## config.mk

```make
export PLATFORM = sky130hd
export DESIGN_NAME = radio_ramp_seq
export DESIGN_NICKNAME = d
export VERILOG_FILES = /design/src/rtl/radio_seq_pkg.sv /design/src/rtl/radio_iso_clamp.sv /design/src/rtl/radio_ramp_seq.sv
export SDC_FILE = /design/constraint.sdc
export NUM_CORES = 1
export LEC_CHECK = 0
export ABC_CLOCK_PERIOD_IN_PS = 3100
export CORE_MARGIN = 1
export CORE_UTILIZATION = 54
export CTS_BUF_LIST = sky130_fd_sc_hd__clkbuf_16
export CTS_CLUSTER_DIAMETER = 40
export DETAILED_ROUTE_END_ITERATION = 16
export GPL_TIMING_DRIVEN = 1
export PLACE_DENSITY = 0.91
export SYNTH_ARGS = -nofsm -noshare
export SYNTH_HDL_FRONTEND = slang
export SYNTH_SLANG_ARGS = --single-unit
```

## constraint.sdc

```tcl
create_clock -name ck -period 3.1 [get_ports ck]
set_clock_uncertainty 0.05 [all_clocks]
set_input_delay 0.62 -clock ck [delete_from_list [all_inputs] [get_ports ck]]
set_output_delay 0.62 -clock ck [all_outputs]
set_load 0.02 [all_outputs]
```

## src/rtl/radio_seq_pkg.sv

```systemverilog
// Shared types and defaults for the radio ramp sequencer.
// Latency: n/a (types, constants and a width helper only).
// Backpressure: n/a.
package radio_seq_pkg;

   typedef enum logic [2:0] {
      IDLE     = 3'd0,
      WAIT_PLL = 3'd1,
      RAMP     = 3'd2,
      ACTIVE   = 3'd3,
      RAMP_DN  = 3'd4
   } state_t;

   localparam int RAMP_CYCLES_DEF   = 16;
   localparam int RAMPDN_CYCLES_DEF = 4;
   localparam int PLL_TIMEOUT_DEF   = 255;

   // Width of the shared state counter. It only ever has to reach
   // (limit - 1) for the largest limit, so clog2 of that limit is enough.
   function automatic int cnt_width(input int a, input int b, input int c);
      int m;
      int w;
      m = a;
      if (b > m) m = b;
      if (c > m) m = c;
      w = $clog2(m);
      return (w < 1) ? 1 : w;
   endfunction

endpackage

```

## src/rtl/radio_iso_clamp.sv

```systemverilog
// Purpose: AND-clamps the upstream control inputs while the upstream domain is isolated.
// Latency: combinational, no flops.
// Backpressure: none; level signals only.
// Ports: isolate (1 = clamp), radioEnable/radioRxEn/pllSettled (raw) -> en/rx/pll (clamped).
// Kept as its own module at the block boundary so isolation cells map onto it.
module radio_iso_clamp (
   input  logic isolate,
   input  logic radioEnable,
   input  logic radioRxEn,
   input  logic pllSettled,
   output logic en,
   output logic rx,
   output logic pll
);

   assign en  = radioEnable & ~isolate;
   assign rx  = radioRxEn   & ~isolate;
   assign pll = pllSettled  & ~isolate;

endmodule

```

## src/rtl/radio_ramp_seq.sv

```systemverilog
// Purpose: sequences radio front-end enables (PLL wait, LNA/PA ramp, active, ramp-down).
// Latency: outputs are flop-decoded; first ramp enable two edges after enable is sampled with PLL locked.
// Backpressure: none; level-driven, inputs ignored during ramp-down.
// Ports: ck, arst (async, active-low); isolate, radioEnable, radioRxEn, pllSettled, clrErr in;
//        lnaEn, paEn, rxActive, txActive, busy, pllErr out.
module radio_ramp_seq
   import radio_seq_pkg::*;
#(
   parameter int RAMP_CYCLES   = RAMP_CYCLES_DEF,
   parameter int RAMPDN_CYCLES = RAMPDN_CYCLES_DEF,
   parameter int PLL_TIMEOUT   = PLL_TIMEOUT_DEF
) (
   input  logic ck,
   input  logic arst,
   input  logic isolate,
   input  logic radioEnable,
   input  logic radioRxEn,
   input  logic pllSettled,
   input  logic clrErr,
   output logic lnaEn,
   output logic paEn,
   output logic rxActive,
   output logic txActive,
   output logic busy,
   output logic pllErr
);

   localparam int CW = cnt_width(PLL_TIMEOUT, RAMP_CYCLES, RAMPDN_CYCLES);

   localparam logic [CW-1:0] PLL_LAST    = CW'(PLL_TIMEOUT - 1);
   localparam logic [CW-1:0] RAMP_LAST   = CW'(RAMP_CYCLES - 1);
   localparam logic [CW-1:0] RAMPDN_LAST = CW'(RAMPDN_CYCLES - 1);

   logic en;
   logic rx;
   logic pll;

   state_t        state;
   state_t        state_nxt;
   logic [CW-1:0] cnt;
   logic [CW-1:0] cnt_nxt;
   logic          mode_rx;
   logic          mode_rx_nxt;
   logic          set_err;

   radio_iso_clamp u_clamp (
      .isolate     (isolate),
      .radioEnable (radioEnable),
      .radioRxEn   (radioRxEn),
      .pllSettled  (pllSettled),
      .en          (en),
      .rx          (rx),
      .pll         (pll)
   );

   always_ff @(posedge ck or negedge arst) begin
      if (!arst) begin
         state   <= IDLE;
         cnt     <= '0;
         mode_rx <= 1'b0;
         pllErr  <= 1'b0;
      end else begin
         state   <= state_nxt;
         cnt     <= cnt_nxt;
         mode_rx <= mode_rx_nxt;
         // A new error outranks a simultaneous clear.
         if (set_err)
            pllErr <= 1'b1;
         else if (clrErr)
            pllErr <= 1'b0;
      end
   end

   always_comb begin
      state_nxt   = state;
      mode_rx_nxt = mode_rx;
      set_err     = 1'b0;

      unique case (state)
         IDLE: begin
            if (en) begin
               mode_rx_nxt = rx;
               state_nxt   = WAIT_PLL;
            end
         end
         WAIT_PLL: begin
            if (!en) begin
               state_nxt = IDLE;
            end else if (pll) begin
               state_nxt = RAMP;
            end else if (cnt == PLL_LAST) begin
               set_err   = 1'b1;
               state_nxt = IDLE;
            end
         end
         RAMP: begin
            if (!en || !pll) begin
               set_err   = ~pll;
               state_nxt = RAMP_DN;
            end else if (cnt == RAMP_LAST) begin
               state_nxt = ACTIVE;
            end
         end
         ACTIVE: begin
            if (!en || !pll) begin
               set_err   = ~pll;
               state_nxt = RAMP_DN;
            end
         end
         RAMP_DN: begin
            if (cnt == RAMPDN_LAST)
               state_nxt = IDLE;
         end
         default: state_nxt = IDLE;
      endcase

      // Counter restarts on every state change and otherwise counts; in IDLE
      // and ACTIVE it is never examined, so it is simply held at zero there.
      if (state_nxt != state || state == IDLE || state == ACTIVE)
         cnt_nxt = '0;
      else
         cnt_nxt = cnt + 1'b1;
   end

   logic on_state;
   assign on_state = (state == RAMP) || (state == ACTIVE) || (state == RAMP_DN);

   assign lnaEn    = on_state &  mode_rx;
   assign paEn     = on_state & ~mode_rx;
   assign rxActive = (state == ACTIVE) &  mode_rx;
   assign txActive = (state == ACTIVE) & ~mode_rx;
   assign busy     = (state != IDLE);

endmodule
```

After elaboration in Yosys (flattened, before gate mapping)
Cells that the tools add are included.
{"block": "word_totals", "output_inout_bits": 6, "reg_bits": 13, "input_bits": 7, "word_cells": 52}
{"block": "op_classes", "reduce_logical": 12, "bitwise": 10, "mux": 17, "n_eq_ne": 8, "add_sub_neg": 1}
{"cell": "$mux W3", "count": 8}
{"cell": "$pmux W3 S5", "count": 1}
{"cell": "$add A8 B1 Y8 const B", "count": 1}
{"cell": "$eq A8 B2 Y1 const B", "count": 1}
{"cell": "$eq A8 B4 Y1 const B", "count": 1}
{"cell": "$eq A8 B8 Y1 const B", "count": 1}
{"cell": "$mux W8", "count": 1}
{"cell": "$and A1 B1 Y1", "count": 7}
{"cell": "$eq A3 B2 Y1 const B", "count": 2}
{"cell": "$mux W1", "count": 6}
{"cell": "$logic_or A1 B1 Y1", "count": 5}
{"cell": "$eq A3 B1 Y1 const B", "count": 1}
{"cell": "$eq A3 B3 Y1 const B", "count": 1}
{"cell": "$logic_not A3 Y1", "count": 1}
{"cell": "$ne A3 B3 Y1", "count": 1}
{"cell": "$not A1 Y1", "count": 3}
{"cell": "$reduce_bool A3 Y1", "count": 1}
{"cell": "$logic_not A1 Y1", "count": 2}
{"cell": "$pmux W1 S2", "count": 1}
{"cell": "$reduce_and A2 Y1", "count": 1}
{"cell": "$reduce_bool A2 Y1", "count": 1}
{"cell": "$reduce_or A2 Y1", "count": 1}

Longest topological paths before layout
{"block": "logic_depth", "ltp_word": 10, "depth_mapped": 6, "depth_no_buf": 6}

Modules after synthesis
From an unflattened synthesis, not the netlist that was laid out.
{"block": "unflattened", "hier_cells": 80, "area_unflattened_um2": 808.3}
{"module": "radio_ramp_seq", "instances": 1, "cells_per_inst": 77, "area_per_inst_um2": 789.5, "seq_area_each_um2": 325.3}
{"module": "radio_iso_clamp", "instances": 1, "cells_per_inst": 3, "area_per_inst_um2": 18.8, "seq_area_each_um2": 0.0}

Worst setup path after synthesis
OpenSTA, ideal clock, no wires.
{"block": "synth_path", "kind": "register -> output", "startpoint": "reg state[1]", "endpoint": "out rxActive", "path_slack_ns": 1.298, "stages_incl_launch_ff": 4, "arrival_time_ns": 1.132, "t_required_ns": 2.430, "cell_sequence": "dfrtp_1 -> buf_2 -> nand2_1 -> nor3b_1"}
{"block": "synth_via", "elab_chain_cells": 2}
{"element": "start, declared", "line_no": "radio_ramp_seq.sv:38", "source": "state_t state;"}
{"element": "start signal, assigned", "line_no": "radio_ramp_seq.sv:63", "source": "state <= state_nxt;"}
{"element": "$eq A3 B2 Y1", "line_no": "radio_ramp_seq.sv:130", "source": "assign rxActive = (state == ACTIVE) & mode_rx;"}
{"element": "$and A1 B1 Y1", "line_no": "radio_ramp_seq.sv:130"}
{"element": "end, declared", "line_no": "radio_ramp_seq.sv:22", "source": "output logic rxActive,"}
No other way between the ends.

Final worst setup path
{"block": "layout_path", "startpoint": "reg state[0]", "endpoint": "out paEn"}
{"block": "layout_via", "elab_chain_cells": 4, "elab_cells_between_ends": 6}
{"element": "$eq A3 B2 Y1", "line_no": "radio_ramp_seq.sv:126", "source": "assign on_state = (state == RAMP) || (state == ACTIVE) || (state == RAMP_DN);"}
{"element": "$logic_or A1 B1 Y1", "line_no": "radio_ramp_seq.sv:126"}
{"element": "$logic_or A1 B1 Y1 (*)", "line_no": "radio_ramp_seq.sv:126"}
{"element": "$and A1 B1 Y1 (*)", "line_no": "radio_ramp_seq.sv:129", "source": "assign paEn = on_state & ~mode_rx;"}
{"element": "end, declared", "line_no": "radio_ramp_seq.sv:21", "source": "output logic paEn,"}
Every way passes the cells marked *; elsewhere a longest branch is shown, timed or not.

==> report_table.html <==
<table>
<tr><th>Metric</th><th>Value</th></tr>
<tr><th colspan="2">Outcome</th></tr>
<tr><td>Outcome</td><td>finished clean</td></tr>
<tr><th colspan="2">Placement</th></tr>
<tr><td>Port bufs</td><td>12</td></tr>
<tr><td>Final Wtd Congestion</td><td>about 0.80</td></tr>
<tr><td>HPWL reported at the end of detailed placement</td><td>1210 microns</td></tr>
<tr><th colspan="2">Floorplanning</th></tr>
<tr><td>Height of the die</td><td>40.3 microns</td></tr>
<tr><td>Standard cell core area</td><td>between 1000 and 1500 sq um</td></tr>
<tr><td>Effective utilization at floorplan</td><td>59.4%</td></tr>
<tr><td>Die extent in x</td><td>a little over 40 microns</td></tr>
<tr><td>Full die area</td><td>1620 sq um</td></tr>
<tr><td>Total I/O pin count</td><td>13</td></tr>
<tr><td>Number of rows created at floorplan</td><td>13</td></tr>
<tr><th colspan="2">Synthesis</th></tr>
<tr><td>Top cells by count, synth</td><td>dfrtp_1, nor2_1, xor2_1, nand3_1</td></tr>
<tr><td>Netlist Area Pre-Place</td><td>around 790 sq um</td></tr>
<tr><td>Synth area leaders</td><td>dfrtp_1, xor2_1, nor2_1</td></tr>
<tr><td>Post-synthesis area per instance</td><td>9.54 sq um</td></tr>
<tr><td>Count of flip-flops with a built-in enable after synthesis</td><td>0</td></tr>
<tr><td>Number of synthesized register bits</td><td>13</td></tr>
<tr><td>Most area-hungry cell type in the Yosys netlist</td><td>dfrtp_1</td></tr>
<tr><td>Cells after synthesis</td><td>83</td></tr>
<tr><td>Synthesized netlist net count</td><td>92</td></tr>
<tr><td>Top cell type's share of synthesized area</td><td>41.1%</td></tr>
<tr><td>Most common cell in the synthesized netlist</td><td>dfrtp_1</td></tr>
<tr><td>Post-synthesis async set-or-reset flop share</td><td>100%</td></tr>
<tr><td>Netlist cell types</td><td>35</td></tr>
<tr><td>Register area share after synthesis</td><td>41.1%</td></tr>
<tr><td>Number of warnings printed during yosys synthesis</td><td>0</td></tr>
<tr><td>Leading register cell type out of synthesis</td><td>dfrtp_1</td></tr>
<tr><th colspan="2">Setup path</th></tr>
<tr><td>Maximum fanout count along the critical path</td><td>11</td></tr>
<tr><td>CP Launch Type</td><td>register</td></tr>
<tr><td>Worst Setup End Kind</td><td>output pin</td></tr>
<tr><td>Path type of the worst setup path</td><td>register to output pin</td></tr>
<tr><td>Worst reg-to-reg setup slack</td><td>roughly 1.1 ns</td></tr>
<tr><td>Endpoint of the lowest-slack register-to-register path</td><td>cnt[7]</td></tr>
<tr><td>CP Cell Sequence</td><td>nor2_1, a21oi_1, nor2_1, clkdlybuf4s50_1</td></tr>
<tr><td>Depth of the worst register-to-register path</td><td>5</td></tr>
<tr><td>CP arrival</td><td>1.84 ns</td></tr>
<tr><td>Critical register-to-register path startpoint</td><td>cnt[0]</td></tr>
<tr><td>Crit path largest cell delay</td><td>~0.6 ns</td></tr>
<tr><td>Cell seen most often among critical-path stages</td><td>nor2_1</td></tr>
<tr><td>Required time of the worst setup path</td><td>2.43 ns</td></tr>
<tr><td>Slowest stage cell, crit path</td><td>clkdlybuf4s50_1</td></tr>
<tr><th colspan="2">STA</th></tr>
<tr><td>Peak clock frequency supported by timing</td><td>0.398 GHz</td></tr>
<tr><td>Worst hold margin</td><td>about 0.48 ns</td></tr>
<tr><td>Setup repair after global routing missed its margin</td><td>false</td></tr>
<tr><td>Final Critical Period</td><td>2.51 ns</td></tr>
<tr><td>Transition time of the tightest slew-check pin</td><td>roughly 0.61 ns</td></tr>
<tr><td>Final period utilization</td><td>81.1%</td></tr>
<tr><td>Final sum of negative setup slack</td><td>0 ns</td></tr>
<tr><td>Count of final setup violators</td><td>0</td></tr>
<tr><td>Worst rel slew slack</td><td>59.4%</td></tr>
<tr><td>Total count of max-transition violations in the final report</td><td>0</td></tr>
<tr><td>Final-report hold violation count</td><td>0</td></tr>
<tr><th colspan="2">Power</th></tr>
<tr><td>Tot Pwr</td><td>0.524 mW</td></tr>
<tr><td>Leak Pwr</td><td>0.437 nW</td></tr>
<tr><td>Power density relative to cell area</td><td>526 nW/um^2</td></tr>
<tr><td>Max VDD drop</td><td>0.000342 V</td></tr>
<tr><th colspan="2">Clocking</th></tr>
<tr><td>CTS sink count</td><td>13</td></tr>
<tr><td>Clock buffer count from CTS</td><td>3</td></tr>
<tr><td>Post-cts sizing count</td><td>0</td></tr>
<tr><td>Clock-pin slew of the registers on the worst-case setup and hold paths</td><td>0.04 ns</td></tr>
<tr><td>Post-CTS setup repair buffer count</td><td>0</td></tr>
<tr><td>Root buf cell</td><td>clkbuf_16</td></tr>
<tr><td>TritonCTS clock tree</td><td>done</td></tr>
<tr><td>Clock buffer depth</td><td>2</td></tr>
<tr><td>Post-CTS Hold Fix Bufs</td><td>0</td></tr>
<tr><td>H-tree depth</td><td>1</td></tr>
<tr><td>Clock latency on the worst-skew pair</td><td>0.24 ns</td></tr>
<tr><th colspan="2">Global route</th></tr>
<tr><td>Antenna violations before repair</td><td>0</td></tr>
<tr><td>GRT Util Overall</td><td>26.3%</td></tr>
<tr><td>GR met2 Demand/Resource</td><td>42.7%</td></tr>
<tr><td>Global-route track usage on met3</td><td>5.56%</td></tr>
<tr><td>Pin count of the biggest net entering global routing</td><td>15</td></tr>
<tr><td>Vias in the first global route</td><td>618</td></tr>
<tr><td>Global-route track usage on met1</td><td>34.3%</td></tr>
<tr><td>Most congested layer reported by global routing</td><td>met2</td></tr>
<tr><td>GRT Residual Overflow</td><td>0</td></tr>
<tr><td>First-pass GRT wire length</td><td>between 2000 and 3000 microns</td></tr>
<tr><th colspan="2">Final layout</th></tr>
<tr><td>Final Net Count</td><td>106</td></tr>
<tr><td>Area overhead of the layout relative to synthesis</td><td>25.8%</td></tr>
<tr><td>Filler Cells Inserted</td><td>92</td></tr>
<tr><td>Number of antenna diodes</td><td>0</td></tr>
<tr><td>Area used by multi-input combinational logic</td><td>between 400 and 500 sq um</td></tr>
<tr><td>Post-route core utilization</td><td>74.7%</td></tr>
<tr><td>Sequential cell area in the final layout</td><td>325 sq um</td></tr>
<tr><td>Proportion of layout cells with a drive suffix above 1</td><td>8.33%</td></tr>
<tr><th colspan="2">Run</th></tr>
<tr><td>Maxcap violations</td><td>0</td></tr>
<tr><th colspan="2">Min path</th></tr>
<tr><td>End point of the most critical hold path</td><td>pllErr</td></tr>
<tr><td>Startpoint of the worst hold path</td><td>pllErr</td></tr>
<tr><td>Cell count of the worst hold path</td><td>2</td></tr>
<tr><td>Hold crit path type</td><td>register to register</td></tr>
<tr><th colspan="2">Detailed routing</th></tr>
<tr><td>Post-route antenna net violation count</td><td>0</td></tr>
<tr><td>Number of design rule violations left after detail routing</td><td>0</td></tr>
<tr><td>Routed vias</td><td>689</td></tr>
<tr><td>First-iteration detailed-routing DRC count</td><td>18</td></tr>
<tr><td>Mean routed wirelength per cell</td><td>~16 microns</td></tr>
<tr><td>Final Routed Wirelength</td><td>1760 microns</td></tr>
<tr><td>Post-DR vias/cell</td><td>6.21</td></tr>
<tr><td>Total iterations of the first detailed-routing run</td><td>4</td></tr>
</table>
[worst max-delay path, delay by kind of cell (launching register included)]
kind	cells	cell delay, ns
buffers and inverters	1	0.61
DFF	1	0.49
and+or+nand+nor	2	0.38
AOI/OAI and AO/OA	1	0.12
[state kept, by name (all words and copies together), names as in the netlist]
name	count
pllErr	1
cnt	8
state	3
mode_rx	1
[cells by family (layout without fill, tap and decap cells)]
kind of cell	Yosys count	count (layout)	synth area share, %
and+or+nand+nor	41	41	30.0
AOI/OAI and AO/OA	14	14	14.5
xor gates and xnor gates	6	6	6.64
buffers and inverters	6	19	3.16
DFF	13	13	41.1
adders and majority gates	2	2	3.16
muxes	1	1	1.42
[per-stage QoR]
| stage | setup slack (ns) | instances | area [sq um] |
|---|---|---|---|
| 2_1_floorplan | 1.30 | 83 | 792 |
| 3_3_place_gp | 0.701 | 107 | 917 |
| 3_5_place_dp | 0.595 | 107 | 917 |
| 4_1_cts | 0.579 | 111 | 996 |
| 5_1_grt | 0.444 | 111 | 996 |
| 6_report | 0.587 | 111 | 996 |
[where the power goes]
| group | total (mW) | leakage, nW | switching (mW) | internal (mW) |
|---|---|---|---|---|
| Sequential | 0.203 | 0.177 | 0.0216 | 0.182 |
| Combinational | 0.0831 | 0.217 | 0.0402 | 0.0429 |
| Clock | 0.238 | 0.0423 | 0.0682 | 0.170 |
[worst max path at each step]
| stage | cells after the start | slack (ns) | to | from |
|---|---|---|---|---|
| floorplan | 3 | 1.30 | rxActive | state[1] |
| global placement | 5 | 0.70 | cnt[7] | radioEnable |
| detailed placement | 5 | 0.60 | cnt[4] | radioEnable |
| CTS | 4 | 0.58 | paEn | state[0] |
| global route | 4 | 0.44 | lnaEn | state[0] |
| finish | 4 | 0.59 | paEn | state[0] |
[layout make-up]
class | instances | share of cell area, %
sequential | 13 | 32.7
timing repair buffer | 12 | 12.1
multi-input combinational | 64 | 44.3
clock buffer | 3 | 7.54
inverter | 3 | 1.13
clock inverter | 1 | 0.377
tap | 15 | 1.88
[routing by layer]
layer / up-vias / part of all wire [%]
met5: - / 0
met4: 0 / 1.8
met3: 5 / 5.7
met2: 22 / 49
met1: 331 / 43
li1: 331 / -
[cells in the final DEF, fill, tap and decap left out, types with 2 or more instances in the layout]
master / netlist / routed
dfrtp_1: 13 / 13
clkdlybuf4s50_1: 0 / 12
nor2_1: 11 / 11
xor2_1: 5 / 5
inv_1: 3 / 4
nand3_1: 4 / 4
nor2b_1: 3 / 3
nor3_1: 3 / 3
a21o_1: 3 / 3
nand2_1: 3 / 3
clkbuf_16: 0 / 3
nor3b_1: 2 / 2
and3_1: 2 / 2
o31ai_1: 2 / 2
nand4_1: 2 / 2
a21oi_1: 2 / 2
nand2b_1: 2 / 2
a41oi_1: 2 / 2
ha_1: 2 / 2
No activity file was read; power rests on OpenSTA's default activity.
